File: src/rtl/regfile_sb.sv
// regfile_sb: parametrised register file with two asynchronous read ports,
// one synchronous write port, and a per-entry pending (scoreboard) bit for
// pipeline hazard detection. Decode reads and marks; writeback writes.
module regfile_sb #(
    parameter int WIDTH   = 32,
    parameter int ADDR_W  = 5,
    parameter int ZERO_R0 = 1,
    parameter int BYPASS  = 1
) (
    input  logic              clk,
    input  logic              clr,
    input  logic              wr_en,
    input  logic [ADDR_W-1:0] wr_addr,
    input  logic [WIDTH-1:0]  wr_data,
    input  logic              mark_en,
    input  logic [ADDR_W-1:0] mark_addr,
    input  logic [ADDR_W-1:0] rd_addr_a,
    input  logic [ADDR_W-1:0] rd_addr_b,
    output logic [WIDTH-1:0]  rd_data_a,
    output logic [WIDTH-1:0]  rd_data_b,
    output logic              pend_a,
    output logic              pend_b,
    output logic              pend_any
);

    localparam int REGS = 2 ** ADDR_W;

    logic [WIDTH-1:0]  mem_q  [REGS];
    logic [WIDTH-1:0]  mem_d  [REGS];
    logic [REGS-1:0]   pend_q;
    logic [REGS-1:0]   pend_d;

    logic              wr_ok;
    logic              mark_ok;

    logic [ADDR_W-1:0] rd_addr [2];
    logic [WIDTH-1:0]  rd_data [2];
    logic              rd_pend [2];

    // Entry 0 is hardwired when ZERO_R0 is set, so writes and marks to it are dropped.
    assign wr_ok   = wr_en   && !((ZERO_R0 != 0) && (wr_addr   == '0));
    assign mark_ok = mark_en && !((ZERO_R0 != 0) && (mark_addr == '0));

    // Next state: a write stores data and retires the pending bit; a mark re-arms it.
    always_comb begin
        mem_d  = mem_q;
        pend_d = pend_q;
        if (wr_ok) begin
            mem_d[wr_addr]  = wr_data;
            pend_d[wr_addr] = 1'b0;
        end
        // NOTE: the mark is applied after the write in this blocking sequence, so a
        // same-address write+mark leaves pending set (the newer producer wins).
        if (mark_ok) begin
            pend_d[mark_addr] = 1'b1;
        end
    end

    // State update with synchronous clear overriding writes and marks.
    always_ff @(posedge clk) begin
        // NOTE: the storage array is deliberately reset, because clr must zero every
        // entry; this keeps it in flops rather than an inferred RAM macro.
        if (clr) begin
            for (int i = 0; i < REGS; i++) begin
                mem_q[i] <= '0;
            end
            pend_q <= '0;
        end else begin
            for (int i = 0; i < REGS; i++) begin
                mem_q[i] <= mem_d[i];
            end
            pend_q <= pend_d;
        end
    end

    assign rd_addr[0] = rd_addr_a;
    assign rd_addr[1] = rd_addr_b;

    // Combinational read ports with optional write bypass and entry-0 forcing.
    always_comb begin
        for (int p = 0; p < 2; p++) begin
            rd_data[p] = mem_q[rd_addr[p]];
            rd_pend[p] = pend_q[rd_addr[p]];
            if ((BYPASS != 0) && wr_en && (wr_addr == rd_addr[p])) begin
                rd_data[p] = wr_data;
                // The write retires the hazard unless a newer producer marks it now.
                if (!(mark_en && (mark_addr == rd_addr[p]))) begin
                    rd_pend[p] = 1'b0;
                end
            end
            if ((ZERO_R0 != 0) && (rd_addr[p] == '0)) begin
                rd_data[p] = '0;
                rd_pend[p] = 1'b0;
            end
        end
    end

    assign rd_data_a = rd_data[0];
    assign rd_data_b = rd_data[1];
    assign pend_a    = rd_pend[0];
    assign pend_b    = rd_pend[1];

    // Aggregate hazard flag from registered state only.
    assign pend_any  = |pend_q;

endmodule

File: config.mk
export PLATFORM = sky130hd
export DESIGN_NAME = regfile_sb
export DESIGN_NICKNAME = d
export VERILOG_FILES = /design/src/rtl/regfile_sb.sv
export SDC_FILE = /design/constraint.sdc
export NUM_CORES = 2
export LEC_CHECK = 0
export CAP_MARGIN = 10
export CORE_AREA = 2 2 319 384
export CTS_CLUSTER_SIZE = 12
export DETAILED_ROUTE_END_ITERATION = 10
export DIE_AREA = 0 0 321 386
export GPL_ROUTABILITY_DRIVEN = 0
export SYNTH_ARGS = -nofsm -noshare
export SYNTH_HDL_FRONTEND = slang
export SYNTH_SLANG_ARGS = --single-unit
File: constraint.sdc
create_clock -name clk -period 5 [get_ports clk]
set_clock_uncertainty 0.05 [all_clocks]
set_input_delay 1 -clock clk [delete_from_list [all_inputs] [get_ports clk]]
set_output_delay 1 -clock clk [all_outputs]
set_load 0.03 [all_outputs]
# [Word level (Yosys, flattened, before mapping)]
# Cells that the tools add are included.
[word_totals] regBits=1056 in_bits=56 output_inout_bits=67 wordCells=98
[op_classes] n_lt_le_gt_ge=10 eq_ne=4 muxes=29 bitwise_logic=6 reduce_logical=16
[ops] cell="$bwmux 1024" count=1
[ops] cell="$mux 32" count=11
[ops] cell="$bmux 32 s5" count=2
[ops] cell="$demux 32 s5" count=1
[ops] cell="$and 32x32->32" count=1
[ops] cell="$not 32->32" count=1
[ops] cell="$or 32x32->32" count=1
[ops] cell="$reduce_or 32->1" count=1
[ops] cell="$lt 5x6->1 const B" count=4
[ops] cell="$eq 5x5->1" count=4
[ops] cell="$logic_not 5->1" count=4
[ops] cell="$ge 6x6->1 const B" count=3
[ops] cell="$not 5->6" count=3
[ops] cell="$bmux 1 s5" count=2
[ops] cell="$demux 1 s5" count=2
[ops] cell="$ge 5x1->1 const B" count=2
[ops] cell="$mux 1" count=10
[ops] cell="$logic_and 1x1->1" count=9
[ops] cell="$lt 6x1->1 const B" count=1
[ops] cell="$logic_not 1->1" count=2

# [Longest topological paths before layout]
[logic_depth] depth_word=9 depth_mapped=10 mapped_depth_nobuf=5

# [Worst setup path before layout]
# Ideal clock, no wire load.
[synth_path] path_type="input-to-output" startpoint="input port rd_addr_a[0]" endpoint="output port rd_data_a[27]" arrival_time_ns=2.754 t_required_ns=3.950 path_slack_ns=1.196 cell_stages=7 path_buffers=3 cell_sequence="buf_2 buf_6 buf_2 mux4_2 a22oi_1 nand2_1 a32o_1"
[synth_between] elab_chain_len=6 word_cells_on_any_way=9 classes_between="1 x eq/ne; 5 x mux; 1 x bitwise; 2 x reduce/logical"
[synth_rtl] item="start, declared" line="17" source="input logic [ADDR_W-1:0] rd_addr_a,"
[synth_rtl] item="$not 5->6 (implied by the code)" line="82" source="rd_data[p] = mem_q[rd_addr[p]];"
[synth_rtl] item="$bmux 32 s5" line="82"
[synth_rtl] item="$mux 32 (implied by the code) (2 in a row)" line="82"
[synth_rtl] item="$mux 32" line="84" source="if ((BYPASS != 0) && wr_en && (wr_addr == rd_addr[p])) begin"
[synth_rtl] item="$mux 32 *" line="91" source="if ((ZERO_R0 != 0) && (rd_addr[p] == '0)) begin"
[synth_rtl] item="end, declared" line="19" source="output logic [WIDTH-1:0] rd_data_a,"
# Every way passes the cells marked *; elsewhere a longest branch is shown, timed or not. The select of a mux whose other input is x is not followed.

# [Worst setup path after layout]
[layout_path] startpoint="input port rd_addr_b[0]" endpoint="output port pend_b"
[layout_between] elab_chain_len=5 word_cells_on_any_way=10 classes_between="2 x eq/ne; 5 x mux; 3 x reduce/logical"
[layout_rtl] item="start, declared" line="18" source="input logic [ADDR_W-1:0] rd_addr_b,"
[layout_rtl] item="$bmux 1 s5 or $eq 5x5->1 (tied branches)" line="83, 87"
[layout_rtl] item="$mux 1 (implied by the code) or $logic_and 1x1->1 (tied branches)" line="83, 87"
[layout_rtl] item="$mux 1" line="87" source="if (!(mark_en && (mark_addr == rd_addr[p]))) begin"
[layout_rtl] item="$mux 1" line="84"
[layout_rtl] item="$mux 1 *" line="91"
[layout_rtl] item="end, declared" line="22" source="output logic pend_b,"
# Marks and branches as above.

==> flow_metrics.env <==
export IMPL_synth_nets=6217
export IMPL_clock_sinks=1056
export IMPL_yosysWarningCount=0
export IMPL_worstHoldPathCells=2
export IMPL_max_cap_viol_count=0
export IMPL_synth_area_um2=53800
export IMPL_grt_total_usage=0.3801
export IMPL_cpLargestDelayFamily="buffers and inverters"
export IMPL_startpoint_type="input port"
export IMPL_cellPowerDensity_nw_per_um2=311.9
export IMPL_cp_num_buf_inv=4
export IMPL_cpMostUsedCell="buf_4"
export IMPL_pwr_share_comb=0.102
export IMPL_num_vias=50750
export IMPL_synth_async_sr_flop_share=0
export IMPL_required_ns=3.95
export IMPL_ys_ff_latch=1056
export IMPL_hold_end="mem_q[923]"
export IMPL_coreArea_um2=120500
export IMPL_seqPwrFrac=0.444
export IMPL_max_slew_margin=0.2278
export IMPL_cts_tree="yes"
export IMPL_min_from="mem_q[923]"
export IMPL_synth_distinct_cells=54
export IMPL_p_sw_frac=0.2619
export IMPL_synth_commonest_cells="nand2_1, dfxtp_1, a21oi_1"
export IMPL_vias_per_cell=6.589
export IMPL_rsz0062_at_grt="false"
export IMPL_finalHoldViolCount=0
export IMPL_worst_slew_pin_slew_ns=1.154
export IMPL_place_area_um2=57740
export IMPL_critPathCaptureType="output port"
export IMPL_cp_max_fo=19
export IMPL_synthFlopType="dfxtp_1"
export IMPL_drtPass1Iterations=9
export IMPL_route_detailed_wl_per_inst_um=31.26
export IMPL_portBuffers=122
export IMPL_insertion_delay_ns=0.74
export IMPL_fin_nets=6098
export IMPL_ys_seq_area_frac=0.3929
export IMPL_fin_area_um2=61540
export IMPL_fp_dieH_um=386
export IMPL_grt_pass1_vias=47800
export IMPL_yosysTopAreaCell="dfxtp_1"
export IMPL_critical_path_arrival_ns=3.98
export IMPL_post_route_min_period_ns=5.030
export IMPL_layout_drive_gt1_share=0.1784
export IMPL_postCtsSetupRepairBufs=0
export IMPL_syn_area_per_cell_um2=8.733
export IMPL_cts_root_buf="clkbuf_16"
export IMPL_worstSetupPathType="in -> out"
export IMPL_drt_total_wl_mm=240.8
export IMPL_setup_viol=1
export IMPL_worstRegToRegCells=2
export IMPL_overflow=0
export IMPL_grt_max_degree=118
export IMPL_slowest_stage="a21oi_1"
export IMPL_hp_class="reg -> reg"
export IMPL_cts_htree_levels=3
export IMPL_core_rowCount=140
export IMPL_hold_buffers=0
export IMPL_violations="negative setup slack"
export IMPL_dieWidth_um=321
export IMPL_ant_nets=0
export IMPL_power_total_uw=19190
export IMPL_p_switching_uw=5026
export IMPL_crit_chain="buf_8 -> buf_4 -> buf_4 -> xor2_1 -> nor4_1 -> a31oi_1 -> a21oi_1 -> buf_12"
export IMPL_finalWorstSetupSlack_ns=-0.03010
export IMPL_max_stage_delay_ns=0.75
export IMPL_synth_most_common_cell="nand2_1"
export IMPL_holdWs_ns=0.4136
export IMPL_path_clk_slew_ns=0.06
export IMPL_grt_pass1_wl_mm=340.2
export IMPL_maxSlewViolCount=0
export IMPL_r2r_start="pend_q[20]"
export IMPL_max_freq_mhz=198.8
export IMPL_ys_top_cells_by_area="dfxtp_1, mux4_2, nand2_1"
export IMPL_synth_enable_flop_cells=0
export IMPL_ir_drop_v=0.0003204
export IMPL_drcViolationCount=0
export IMPL_antenna_found_initial=17
export IMPL_clkPwrFrac=0.454
export IMPL_synth_top_cell_area_share=0.3929
export IMPL_die_area_um2=123900
export IMPL_reg2reg_slack_ns=4.20
export IMPL_cts_buffer_depth=3
export IMPL_cts_buffers=111
export IMPL_dp_hpwl_mm=150.2
export IMPL_synthCells=6161
export IMPL_drtIter0Drc=7561
export IMPL_reg2reg_to="pend_q[20]"
export IMPL_cts_resized_gates=0
export IMPL_num_io_pins=123
export IMPL_setup_tns_final_ns=-0.03010
export IMPL_p_int_uw=14170
export IMPL_syn2layout_area_growth_pct=14.38
export IMPL_fill_cells=10990
export IMPL_status="complete, but fails checks"
export IMPL_leakage_uw=0.02035
export IMPL_initial_core_util=0.4464
export IMPL_timing_final_crit_share=1.006
## per-layer routing
metal	global-route usage	vias up	share of wire
li1	-	21390	-
met1	0.4624	24510	0.35
met2	0.5745	3733	0.44
met3	0.1066	1102	0.13
met4	0.2841	12	0.087
met5	0	-	0.00032
## worst register-to-register path, cell delays in order (launching register included)
cell and delay, ns:
dfxtp_1 0.33, a22oi_1 0.18, nor2_1 0.08
## layout by cell type, fill, tap and decap left out, types with 45 or more instances in the layout
cell type           n
mux4_2            430
dfxtp_1          1056
a21oi_1          1055
nor2_1             51
nand2_1          2049
buf_12             92
buf_4             289
o22ai_1            45
mux2i_1           237
clkbuf_16         116
clkdlybuf4s50_1    46
o21ai_0            53
a22oi_1           140
## per-stage QoR
| step | utilization | setup WS (ns) | std cells |
|---|---|---|---|
| 2_1_floorplan | - | 1.196 | 6161 |
| 3_3_place_gp | 0.4791 | 0.1706 | 7491 |
| 3_5_place_dp | 0.4791 | 0.2088 | 7491 |
| 4_1_cts | 0.5104 | 0.1762 | 7693 |
| 5_1_grt | 0.5104 | 0.07583 | 7693 |
| 6_report | 0.5106 | -0.03010 | 7702 |
## power groups by stage
stage          Combinational [uW]  Clock (uW)  Sequential [uW]
4_1_cts                      1880        8730             8520
2_1_floorplan                1090           0             8690
5_1_grt                      1980        9070             8520
6_report                     1950        8720             8520
3_3_place_gp                 1870           0             8700
3_5_place_dp                 1880           0             8710
## cell type report
cell class | count | area (um2) | share of cell area
timing repair buffer | 433 | 4551 | 0.07395
tap | 1562 | 1954 | 0.03176
multi-input combinational | 4435 | 30070 | 0.4887
antenna | 9 | 22.52 | 0.0003660
clock buffer | 179 | 3500 | 0.05687
sequential | 1056 | 21140 | 0.3435
inverter | 5 | 18.77 | 0.0003050
clock inverter | 23 | 280.3 | 0.004554
## flip-flops by register name (all words and copies together), names as in the netlist
signal	count
mem_q	1024
pend_q	32
## how the worst max path moves through the flow
stage | from | endpoint | slack [ns] | depth (start not counted)
2_1_floorplan | rd_addr_a[0] | rd_data_a[27] | 1.20 | 7
3_3_place_gp | rd_addr_b[0] | pend_b | 0.17 | 8
3_5_place_dp | rd_addr_b[0] | pend_b | 0.21 | 8
4_1_cts | rd_addr_b[0] | pend_b | 0.18 | 8
5_1_grt | wr_addr[1] | rd_data_a[18] | 0.08 | 8
6_report | rd_addr_b[0] | pend_b | -0.03 | 8
## kinds of logic (layout without fill, tap and decap cells)
logic type / count (synthesis) / count (layout) / synth area share
AND/OR/NAND/NOR: 2268 / 2268 / 0.1636
buffers and inverters: 670 / 640 / 0.05523
multiplexers: 681 / 681 / 0.2284
flip-flops: 1056 / 1056 / 0.3929
XOR/XNOR: 20 / 20 / 0.003256
AO/OA/AOI/OAI: 1466 / 1466 / 0.1566
other: 0 / 9 / 0
No activity file was read; power rests on OpenSTA's default activity.
